--- config.mk ---
export PLATFORM = sky130hd
export DESIGN_NAME = pipeline_4_writeback
export DESIGN_NICKNAME = d
export VERILOG_FILES = /design/src/rtl/pipeline_pkg.sv /design/src/rtl/wb_squash_ctr.sv /design/src/rtl/pipeline_4_writeback.sv
export SDC_FILE = /design/constraint.sdc
export NUM_CORES = 1
export LEC_CHECK = 0
export ABC_CLOCK_PERIOD_IN_PS = 3100
export CAP_MARGIN = 20
export CORE_ASPECT_RATIO = 1.75
export CORE_UTILIZATION = 43
export CTS_BUF_LIST = sky130_fd_sc_hd__clkbuf_4 sky130_fd_sc_hd__clkbuf_8
export DETAILED_ROUTE_END_ITERATION = 10
export PLACE_DENSITY = 0.88
export SYNTH_ARGS = -nofsm -noshare
export SYNTH_HDL_FRONTEND = slang
export SYNTH_SLANG_ARGS = --single-unit
export TNS_END_PERCENT = 50
--- constraint.sdc ---
create_clock -name clk -period 3.1 [get_ports clk]
set_clock_uncertainty 0.1 [all_clocks]
set_input_delay 0.775 -clock clk [delete_from_list [all_inputs] [get_ports clk]]
set_output_delay 0.775 -clock clk [all_outputs]
set_load 0.1 [all_outputs]
--- src/rtl/pipeline_pkg.sv ---
// Shared definitions for the writeback stage: control/inst-type bit positions and FSM states.
package pipeline_pkg;

  localparam int unsigned DATA_W    = 16;
  localparam int unsigned CTL_W     = 22;
  localparam int unsigned IT_W      = 6;
  localparam int unsigned SQ_CNT_W  = 3;

  // Control word fields
  localparam int unsigned CTL_RD_LO = 0;
  localparam int unsigned CTL_WE    = 3;
  localparam int unsigned CTL_LOADS = 8;

  // One-hot instruction class bits
  localparam int unsigned IT_LDR    = 0;
  localparam int unsigned IT_STR    = 1;
  localparam int unsigned IT_BLX    = 3;
  localparam int unsigned IT_BX     = 4;
  localparam int unsigned IT_HALT   = 5;

  // Register written by a branch-and-link
  localparam logic [2:0]  LINK_REG  = 3'd7;

  typedef enum logic [1:0] {
    RUN    = 2'd0,
    DRAIN  = 2'd1,
    HALTED = 2'd2
  } wb_state_t;

endpackage

--- src/rtl/wb_squash_ctr.sv ---
// Wrong-path slot counter: loads the squash depth on a taken branch, then counts down to zero.
module wb_squash_ctr
  import pipeline_pkg::*;
#(
  parameter int unsigned SQUASH_DEPTH = 3
) (
  input  logic clk,
  input  logic rst,
  input  logic i_load,
  output logic o_squashing
);

  logic [SQ_CNT_W-1:0] r_cnt;

  // Load on a taken branch, otherwise decrement until zero
  always_ff @(posedge clk) begin
    if (rst) begin
      r_cnt <= '0;
    end else if (i_load) begin
      r_cnt <= SQ_CNT_W'(SQUASH_DEPTH);
    end else if (r_cnt != '0) begin
      r_cnt <= r_cnt - SQ_CNT_W'(1);
    end
  end

  assign o_squashing = (r_cnt != '0);

endmodule

--- src/rtl/pipeline_4_writeback.sv ---
// Final pipeline stage: result capture, register-file write port, flags, branch redirect,
// wrong-path squashing and the HALT drain state machine.
module pipeline_4_writeback
  import pipeline_pkg::*;
#(
  parameter int unsigned SQUASH_DEPTH = 3,
  parameter int unsigned RF_ADDR_W    = 3
) (
  input  logic                 clk,
  input  logic                 rst,
  input  logic [15:0]          result_in,
  input  logic [21:0]          control_in,
  input  logic [5:0]           inst_type_in,
  input  logic [15:0]          pc_link_in,
  input  logic [15:0]          rdata_mem,
  input  logic                 N_in,
  input  logic                 V_in,
  input  logic                 Z_in,
  input  logic                 branch_take_in,
  input  logic [15:0]          branch_tgt_in,
  output logic                 rf_we,
  output logic [RF_ADDR_W-1:0] rf_waddr,
  output logic [15:0]          rf_wdata,
  output logic                 N_flag,
  output logic                 Z_flag,
  output logic                 V_flag,
  output logic                 pc_load,
  output logic [15:0]          pc_target,
  output logic                 squashing,
  output logic                 halted
);

  logic [DATA_W-1:0] r_result;
  logic [CTL_W-1:0]  r_control;
  logic [IT_W-1:0]   r_inst_type;
  logic [DATA_W-1:0] r_pc_link;
  logic              r_n_in;
  logic              r_z_in;
  logic              r_v_in;

  wb_state_t         r_state;
  wb_state_t         w_state_nxt;

  logic              w_run;
  logic              w_squashed;
  logic              w_is_ldr;
  logic              w_is_str;
  logic              w_is_blx;
  logic              w_is_bx;
  logic              w_is_halt;
  logic              w_halt_wb;
  logic              w_take;
  logic              w_unused;

  // WB capture registers: one cycle behind the memory stage
  always_ff @(posedge clk) begin
    if (rst) begin
      r_result    <= '0;
      r_control   <= '0;
      r_inst_type <= '0;
      r_pc_link   <= '0;
      r_n_in      <= 1'b0;
      r_z_in      <= 1'b0;
      r_v_in      <= 1'b0;
    end else begin
      r_result    <= result_in;
      r_control   <= control_in;
      r_inst_type <= inst_type_in;
      r_pc_link   <= pc_link_in;
      r_n_in      <= N_in;
      r_z_in      <= Z_in;
      r_v_in      <= V_in;
    end
  end

  assign w_is_ldr  = r_inst_type[IT_LDR];
  assign w_is_str  = r_inst_type[IT_STR];
  assign w_is_blx  = r_inst_type[IT_BLX];
  assign w_is_bx   = r_inst_type[IT_BX];
  assign w_is_halt = r_inst_type[IT_HALT];

  // A live HALT in WB pre-empts any branch arriving in the same cycle
  assign w_halt_wb = w_is_halt & ~w_squashed & w_run;
  assign w_take    = branch_take_in & ~w_squashed & w_run & ~w_halt_wb;

  // Writeback data select: link PC, then load data, then ALU result
  always_comb begin
    rf_wdata = r_result;
    if (w_is_blx) begin
      rf_wdata = r_pc_link;
    end else if (w_is_ldr) begin
      rf_wdata = rdata_mem;
    end
  end

  assign rf_waddr = w_is_blx ? RF_ADDR_W'(LINK_REG) : r_control[CTL_RD_LO +: RF_ADDR_W];
  assign rf_we    = r_control[CTL_WE] & ~w_squashed & w_run
                  & ~(w_is_str | w_is_bx | w_is_halt);

  // Architectural flags commit at the end of a live flag-setting WB slot
  always_ff @(posedge clk) begin
    if (rst) begin
      N_flag <= 1'b0;
      Z_flag <= 1'b0;
      V_flag <= 1'b0;
    end else if (r_control[CTL_LOADS] & ~w_squashed & w_run) begin
      N_flag <= r_n_in;
      Z_flag <= r_z_in;
      V_flag <= r_v_in;
    end
  end

  // Single-cycle PC redirect for an accepted branch
  always_ff @(posedge clk) begin
    if (rst) begin
      pc_load   <= 1'b0;
      pc_target <= '0;
    end else begin
      pc_load <= w_take;
      if (w_take) begin
        pc_target <= branch_tgt_in;
      end
    end
  end

  wb_squash_ctr #(
    .SQUASH_DEPTH (SQUASH_DEPTH)
  ) u_squash_ctr (
    .clk         (clk),
    .rst         (rst),
    .i_load      (w_take),
    .o_squashing (w_squashed)
  );

  assign squashing = w_squashed;

  // HALT FSM state register
  always_ff @(posedge clk) begin
    if (rst) begin
      r_state <= RUN;
    end else begin
      r_state <= w_state_nxt;
    end
  end

  // HALT FSM next state: drain outstanding squash slots before stopping
  always_comb begin
    w_state_nxt = r_state;
    case (r_state)
      RUN:     if (w_is_halt && !w_squashed) w_state_nxt = DRAIN;
      DRAIN:   if (!w_squashed)              w_state_nxt = HALTED;
      HALTED:  w_state_nxt = HALTED;
      default: w_state_nxt = RUN;
    endcase
  end

  // HALT FSM outputs
  always_comb begin
    w_run  = (r_state == RUN);
    halted = (r_state == HALTED);
  end

  // Control and class bits this stage does not consume
  assign w_unused = ^{r_control[CTL_W-1:CTL_LOADS+1], r_control[CTL_LOADS-1:CTL_WE+1],
                      r_inst_type[2]};

endmodule

==> results of run 1 <==
==> layout make-up <==
cell class              instances  area [sq um]  area share [%]
clock buffers                   9           124            3.03
flip-flops and latches         70          1400            34.3
repair buffers                125          1370            33.5
well taps                      76          95.1            2.33
inverters                       6          22.5           0.552
clock inverters                 7          41.3            1.01
multi-input cells             146          1030            25.2
==> stage by stage <==
stage,setup TNS (ps),instance area (sq um),total power [uW],setup slack [ps],instances
CTS,0,4080,2850,359,439
finish,0,4080,2810,381,439
global route,0,4080,2950,282,439
global placement,0,3920,2210,394,423
floorplan,-5740,2510,1890,-740,235
detailed placement,0,3920,2230,377,423
==> registers in the layout, summed over array words and instances, names as in the netlist <==
signal              count
r_inst_type             5
N_flag                  1
r_z_in                  1
V_flag                  1
r_v_in                  1
r_n_in                  1
pc_load                 1
pc_target              16
r_pc_link              16
u_squash_ctr.r_cnt      3
r_result               16
Z_flag                  1
r_control               5
r_state                 2
==> power by group <==
group | total (uW) | switching (uW) | internal [uW] | leakage, uW
clock network | 612 | 328 | 284 | 0.0000885
logic | 1160 | 769 | 390 | 0.00104
registers | 1040 | 46.7 | 994 | 0.000579
total | 2810 | 1140 | 1670 | 0.00171
==> per-layer routing <==
layer,up-vias,track usage [%],share of wire (%)
met1,920,17.5,36
li1,1026,-,-
met4,0,8.94,1.3
met3,6,8.03,8.3
met2,93,36.8,55
met5,-,0,0
==> cells in the mapped netlist, drive strengths merged <==
| cell | count |
|---|---|
| nor2 | 5 |
| nand2 | 19 |
| buf | 4 |
| o31ai | 1 |
| or2 | 3 |
| nor4 | 1 |
| xnor2 | 1 |
| nor2b | 47 |
| a21o | 2 |
| and3 | 1 |
| inv | 6 |
| o31a | 1 |
| dfxtp | 70 |
| nand4 | 1 |
| nand4b | 1 |
| nor4b | 1 |
| ha | 5 |
| a21oi | 1 |
| mux2i | 22 |
| clkbuf | 9 |
| o21ai | 16 |
| a22o | 16 |
| nand2b | 1 |
| o22ai | 1 |
==> worst max-delay path, stage by stage <==
cell and delay (ps):
clkdlybuf4s50_1 460, mux2i_1 60, o21ai_0 310, buf_12 230
==> cell usage in the layout (no fill, tap or decap), drive strengths merged, types with 2 or more instances in the layout <==
master,n
buf,47
o21ai,16
a21o,2
or2,3
clkbuf,9
clkinv,6
inv,6
nand2,19
a22o,16
dfxtp,70
clkdlybuf4s50,78
nor2,5
nor2b,47
mux2i,22
ha,5
==> logic make-up (layout without fill, tap and decap cells) <==
group | Yosys count | after routing | share of synthesized area [%]
xor+xnor | 1 | 1 | 0.348
simple gates | 80 | 80 | 18.4
flops | 70 | 70 | 55.7
buf+inv | 19 | 147 | 3.28
mux | 22 | 22 | 8.76
fa+ha+maj | 5 | 5 | 2.49
compound gates | 38 | 38 | 11.0
==> worst paths after layout <==
path                   to  depth (start not counted)           from
min                V_flag                          2         r_v_in
max          rf_wdata[15]                          4  rdata_mem[15]
max reg2reg  pc_target[4]                          5     r_state[0]
min reg2reg        V_flag                          2         r_v_in
==> results.md, run 1 <==
* Status: finished, final reports clean
* Routed Antenna Nets at 0
* R2r setup slk at 1290 ps
* Vias in the first global route at 2065
* Core area at 0.00559 sq mm
* Synth cell types at 26
* Reg clk slew, reported paths at 70 ps
* Crit path time final at 2720 ps
* Pre-Repair DR Iteration Count at 4
* Post-Route Utilization at 73.1%
* Vias at 2045
* Die H at 103 um
* Crit Path Class: input port to primary output
* Fin Hold WS at 364 ps
* Num ports at 140
* Layout Nets at 461
* CTS tree: done
* Tcrit/Tclk final at 87.7%
* Root buffer cell: clkbuf_8
* Clock tree buffer depth at 2
* IO Port Bufs at 121
* DR vias/cell at 4.66
* Share of cells above drive strength 1 at 21.5%
* CP endpoint kind: primary output
* Synthesized area at 0.00251 sq mm
* Pwr dens at 689 mW/mm^2
* Total CTS buffers at 9
* Type of origin of the critical path: input port
* Max-slew violations at 0
* Syn_nets at 338
* Area leader, netlist: dfxtp_1
* Initial antenna violation count at 0
* WP data required at 2220 ps
* Die Footprint at 0.00617 sq mm
* Relative slew margins at 61.3%
* Total Routing Usage GR at 19.6%
* CP max FO at 1
* Maxcap violations at 0
* Synth top area cells: dfxtp_1 56%, nor2b_1 12%, mux2i_1 8.8%, a22o_2 4.0%, o21ai_0 3.2%
* DRC Markers at 0
* Total gr overflow at 0
* Crit path DAT at 1840 ps
* Initial DRC Count at 28
* First-pass GRT wire length at 8740 um
* CTS hold repair buffers at 0
* Leak pwr at 0.00171 uW
* Starting Density at 45.0%
* Largest net degree at the start of global routing at 35
* Yosys Warn Count at 0
* DP HPWL at 4280 um
* RSZ-0062 raised after global routing: no
* Clock tree sinks at 70
* Area growth from synthesis to layout at 62.4%
* Syn Inst Count at 235
* Routed wire length at 5590 um
* Syn_area_per_cell at 10.7 sq um
* CTS resizes at 0
* Final Hold Vio Count at 0
* Synth top area share at 55.7%
* Row cnt at 36
* Post-synthesis register bit count at 70
* F_max at 0.368 GHz
* Final setup vio count at 0
* Routed WL per cell at 12.7 um
* Number of setup buffers added after CTS at 0
* Fill count at 426
* Clock Latency Late Sink at 340 ps
* Die width at 59.8 um
* Hold WC Path Type: flip-flop to flip-flop
* Register area share after synthesis at 55.7%
* Worst VDD drop at 0.000604 V
* Least-Margin Pin Slew at 581 ps
* Antenna cells at 0
* GPL Wtd Cong at 0.821
* H-tree depth at 3
No activity file was read; power rests on OpenSTA's default activity.
==> run 2: changes to the inputs <==
- CORE_MARGIN: default -> 2
==> run 2 against run 1 <==
  * Routed wire length is 4.4% higher
  * Total power is 6.7% higher
  * First-iteration DRC count is 36% higher
  * Sequential share of layout area is 0.48 points lower
  * Critical path depth stayed put
  * Clock power is 29% higher
==> results.md, run 2 (synthesized netlist as in run 1, its figures left out) <==
* Total CTS buffers at 9
* Crit path DAT at 1830 ps
* CP max FO at 1
* Pwr dens at 725 mW/mm^2
* DR vias/cell at 4.66
* Clock Latency Late Sink at 340 ps
* GR Util met2 at 34.1%
* Min-delay src: r_v_in
* Crit Path Class: input port to primary output
* Post-Route Utilization at 74.1%
* Total gr overflow at 0
* CP max stage delay at 470 ps
* WP data required at 2220 ps
* Num ports at 140
* Int Pwr at 1840 uW
* Final Hold Vio Count at 0
* Seq pwr share at 34.7%
* Buf/Inv on CP at 2
* Worst VDD drop at 0.000598 V
* GR peak layer: met2
* Vias in the first global route at 2071
* Placed Instance Area at 0.00392 sq mm
* Commonest non-fill, non-tap cell in the layout: clkdlybuf4s50_1
* Hold WC Path Type: flip-flop to flip-flop
* Tcrit/Tclk final at 87.4%
* Die H at 105 um
* Clock Power Share at 26.4%
* Die width at 61.8 um
* CTS hold repair buffers at 0
* Initial antenna violation count at 0
* GPL Wtd Cong at 0.827
* Row cnt at 36
* Root buffer cell: clkbuf_8
* Die Footprint at 0.00650 sq mm
* Setup ws final at 391 ps
* Worst path slowest cell: clkdlybuf4s50_1
* Proportion of power drawn by combinational gates at 38.9%
* Antenna cells at 0
* Initial DRC Count at 38
* Largest net degree at the start of global routing at 51
* Top delay family on crit path: buffers and inverters
* DRC Markers at 0
* H-tree depth at 3
* IO Port Bufs at 121
* RR Endpoint: pc_target[0]
* Layout Nets at 461
* CTS resizes at 0
* Least-Margin Pin Slew at 592 ps
* Hold EP: V_flag
* Final setup vio count at 0
* Type of origin of the critical path: input port
* Routed Antenna Nets at 0
* Fin area at 0.00414 sq mm
* Clock tree buffer depth at 2
* Total Routing Usage GR at 19.3%
* Routed wire length at 5830 um
* Area growth from synthesis to layout at 64.7%
* Routed WL per cell at 13.3 um
* Leak pwr at 0.00173 uW
* Critical path depth at 4
* Share of cells above drive strength 1 at 21.5%
* Worst r2r src: r_state[0]
* CP Cell Sequence: clkdlybuf4s50_1, mux2i_1, o21ai_0, buf_12
* R2r worst-path depth at 5
* Vias at 2046
* Maxcap violations at 0
* Commonest non-fill, non-tap cells in the layout: 78 x clkdlybuf4s50_1, 70 x dfxtp_1, 47 x nor2b_1
* Worst Hold Depth at 2
* DP HPWL at 4400 um
* Sw Share at 38.7%
* Dpl ws at 386 ps
* Core area at 0.00559 sq mm
* Relative slew margins at 60.5%
* Status: finished, final reports clean
* RSZ-0062 raised after global routing: no
* CTS tree: done
* Met3 usage at 7.43%
* Clock tree sinks at 70
* Crit path time final at 2710 ps
* Overall Power at 3000 uW
* Switching power at 1160 uW
* F_max at 0.369 GHz
* Reg clk slew, reported paths at 70 ps
* Starting Density at 45.0%
* R2r setup slk at 1230 ps
* Number of setup buffers added after CTS at 0
* Top flop regs: pc_target x16, r_pc_link x16, r_result x16
* Max-slew violations at 0
* First-pass GRT wire length at 9230 um
* CP endpoint kind: primary output
* Pre-Repair DR Iteration Count at 4
* Met1 Track Usage GR at 18.5%
## run 2: worst max path at each step
stage | slack (ps) | to | start
after CTS | 380 | rf_wdata[11] | rdata_mem[11]
after detailed placement | 390 | rf_wdata[11] | rdata_mem[11]
final | 390 | rf_wdata[13] | rdata_mem[13]
after floorplan | -740 | rf_wdata[8] | r_inst_type[0]
after global placement | 390 | rf_wdata[11] | rdata_mem[11]
after global routing | 300 | rf_we | u_squash_ctr.r_cnt[0]
## run 2: power by group through the flow
stage	Sequential (uW)	Clock (uW)	Combinational (uW)
finish	1040	791	1170
global route	1050	850	1230
CTS	1040	814	1180
detailed placement	1060	0	1170
global placement	1060	0	1150
floorplan	1340	0	550
## run 2: layout make-up
type                    instances  area [sq um]
repair buffers                125          1370
inverters                       6          22.5
clock inverters                 7          98.8
flip-flops and latches         70          1400
fillers                       402          1450
multi-input cells             146          1030
clock buffers                   9           124
well taps                      76          95.1
## run 2: layer usage
layer | up-vias | part of all wire, % | routed length [um]
li1 | 1029 | - | -
met3 | 7 | 10 | 594
met4 | 0 | 1.5 | 88
met1 | 912 | 35 | 2040
met2 | 98 | 53 | 3100
met5 | - | 0 | 0
## run 2: worst reg2reg max path, stage by stage, from the launching register on
cell      delay [ps]
dfxtp_1          320
inv_1            110
ha_1             330
nand2b_2         130
o31a_1           490
a22o_2           280
## run 2: metrics by stage
| step | cells | hold WS [ps] | setup TNS (ps) |
|---|---|---|---|
| CTS | 439 | 375 | 0 |
| detailed placement | 423 | 357 | 0 |
| floorplan | 235 | 337 | -5740 |
| global placement | 423 | 345 | 0 |
| global route | 439 | 403 | 0 |
| finish | 439 | 369 | 0 |
==> run 3: changes to the inputs <==
- ABC_AREA: default -> 1
- CORE_UTILIZATION: 43 -> 44
- PLACE_DENSITY: 0.88 -> 0.87
==> run 3 against run 2 <==
  * Combinational power up 20%
  * Utilization down 3.5 points
  * Via count up 29%
  * Final cell count up 28%
  * Worst hold slack worse by 7.9 ps
  * Fmax down 3.1%
  * Register-to-register slack better by 190 ps
  * Critical path type is now flip-flop to primary output
  * Routed wire length up 17%
  * Sequential share of layout area down 1.5 points
  * Sequential power about the same
==> results.md, run 3 <==
* Status: finished, final reports clean
* Clock Power Share at 21.1%
* Hold WC Path Type: flip-flop to flip-flop
* Post-route setup TNS at 0 ps
* DP Cell Count at 545
* CTS tree: done
* CTS resizes at 0
* Synth top area share at 50.8%
* Crit path to: rf_we
* Max-slew violations at 0
* Pwr dens at 720 mW/mm^2
* Die H at 109 um
* Core area at 0.00613 sq mm
* Clock tree sinks at 70
* DRC Markers at 0
* Total CTS buffers at 9
* Fill count at 474
* CP max stage delay at 330 ps
* Top flop regs: pc_target x16, r_pc_link x16, r_result x16
* Die Footprint at 0.00694 sq mm
* Initial DRC Count at 92
* Yosys Warn Count at 0
* Fraction of registers with async set/reset at 0%
* Register area share after synthesis at 50.8%
* Vias at 2641
* DP HPWL at 5150 um
* Critical Path Source: r_state[0]
* R2r worst-path depth at 7
* Final setup vio count at 0
* CP endpoint kind: primary output
* Synth Flop Type: dfxtp_1
* IO Port Bufs at 121
* GPL Wtd Cong at 0.797
* RSZ-0062 raised after global routing: no
* H-tree depth at 3
* Crit path time final at 2800 ps
* Int Pwr at 1770 uW
* Routed WL per cell at 12.1 um
* Least-Margin Pin Slew at 698 ps
* Final non-filler cell total at 560
* Syn_area_per_cell at 7.70 sq um
* Worst r2r src: r_state[0]
* Largest net degree at the start of global routing at 48
* Syn Inst Count at 358
* RR Endpoint: pc_target[14]
* Crit Path Class: flip-flop to primary output
* First-pass GRT wire length at 11400 um
* Proportion of power drawn by combinational gates at 45.0%
* DR vias/cell at 4.72
* Fin Hold WS at 361 ps
* Post-synthesis register bit count at 70
* F_max at 0.358 GHz
* Share of cells above drive strength 1 at 18.5%
* Row cnt at 38
* Area growth from synthesis to layout at 57.2%
* Synth cell types at 21
* Relative slew margins at 53.4%
* CP max FO at 19
* Most frequent cell after synthesis: nor2_1
* Die width at 63.8 um
* Layout Nets at 579
* Routed wire length at 6790 um
* Sw Share at 43.3%
* CTS hold repair buffers at 0
* Clock tree buffer depth at 2
* Maxcap violations at 0
* WP data required at 2220 ps
* Final Hold Vio Count at 0
* Commonest non-fill, non-tap cell in the layout: clkdlybuf4s50_1
* Worst VDD drop at 0.000403 V
* Tcrit/Tclk final at 90.2%
* Vias in the first global route at 2661
* Post-Route Utilization at 70.7%
* Type of origin of the critical path: flip-flop
* Initial antenna violation count at 0
* Routed Antenna Nets at 0
* Synth top area cells: dfxtp_1 51%, nor2_1 9.9%, inv_1 8.3%, nand2_1 6.7%, a21oi_1 6.2%
* Pre-Repair DR Iteration Count at 4
* Number of flops mapped to enable cells by yosys at 0
* Antenna cells at 0
* Top post-synthesis cells by count: 73 x nor2_1, 70 x dfxtp_1, 61 x inv_1
* Syn_nets at 461
* Number of setup buffers added after CTS at 0
* Clock Latency Late Sink at 350 ps
* CP Cell Sequence: inv_1, ha_1, nand2_2, nor2_8, nor3b_2, buf_12
* Total Routing Usage GR at 21.3%
* Total gr overflow at 0
* Switching power at 1350 uW
* Seq pwr share at 33.9%
* Fin area at 0.00433 sq mm
* R2r setup slk at 1420 ps
* Num ports at 140
* Leak pwr at 0.00212 uW
* Synthesized area at 0.00276 sq mm
* Crit path DAT at 1920 ps
* Starting Density at 44.9%
* Placed Instance Area at 0.00416 sq mm
* Reg clk slew, reported paths at 70 ps
* Root buffer cell: clkbuf_8
* Area leader, netlist: dfxtp_1
* Worst path slowest cell: dfxtp_1
* Commonest non-fill, non-tap cells in the layout: 78 x clkdlybuf4s50_1, 73 x nor2_1, 70 x dfxtp_1
[run 3: cell types whose count changed after synthesis, moves of 12 or more]
cell     change
nor2_1      +68
inv_1       +55
nor2b_1     -47
a21oi_1     +33
nand2_1     +30
mux2i_1     -22
nand4_1     +15
o21ai_0     -12
[run 3: cell type report]
class,count,area (sq um),area share [%]
Tap cell,80,100,2.31
Timing Repair Buffer,126,1360,31.5
Clock inverter,1,5.00,0.115
Sequential cell,70,1400,32.3
Inverter,62,233,5.37
Multi-Input combinational cell,207,1060,24.4
Clock buffer,14,174,4.01
[run 3: critical path, delay by kind of cell, from the launching register on]
kind | cells | cell delay [ps]
flip-flops | 1 | 330
AND/OR/NAND/NOR | 3 | 660
adder cells (fa/ha/maj) | 1 | 250
buffers and inverters | 2 | 320
[run 3: kinds of logic (layout without fill, tap and decap cells)]
kind of cell | count (synthesis) | count (layout) | synth area share (%)
AOI/OAI and AO/OA | 38 | 38 | 6.90
adders and majority gates | 5 | 5 | 2.27
buffers and inverters | 81 | 203 | 11.9
DFF | 70 | 70 | 50.8
and+or+nand+nor | 164 | 164 | 28.1
[run 3: power groups by stage]
stage | logic, uW | registers, uW | clock network, uW
2_1_floorplan | 738 | 1370 | 0
3_3_place_gp | 1380 | 1070 | 0
3_5_place_dp | 1410 | 1080 | 0
4_1_cts | 1420 | 1060 | 677
5_1_grt | 1500 | 1070 | 713
6_report | 1400 | 1060 | 659
[run 3: worst min-delay path by stage]
| stage | startpoint | end | slack (ps) | cells past startpoint |
|---|---|---|---|---|
| after floorplan | r_n_in | N_flag | 330 | 2 |
| after global placement | r_z_in | Z_flag | 330 | 2 |
| after global routing | r_n_in | N_flag | 390 | 2 |
| final | r_n_in | N_flag | 360 | 2 |
| after CTS | pc_target[8] | pc_target[8] | 370 | 2 |
| after detailed placement | r_n_in | N_flag | 350 | 2 |
[run 3: layer usage]
metal	vias to the layer above	track usage [%]	share of wire, %	wire length, um
met3	14	6.09	6.1	416
met5	-	0	0	0
li1	1328	-	-	-
met2	92	41.2	56	3830
met1	1207	19.0	35	2350
met4	0	12.4	2.8	192
[run 3: through the flow]
| stage | setup slack, ps | power [uW] |
|---|---|---|
| floorplan | -76.1 | 2110 |
| global placement | 443 | 2450 |
| detailed placement | 456 | 2490 |
| CTS | 291 | 3150 |
| global route | 188 | 3290 |
| finish | 304 | 3120 |
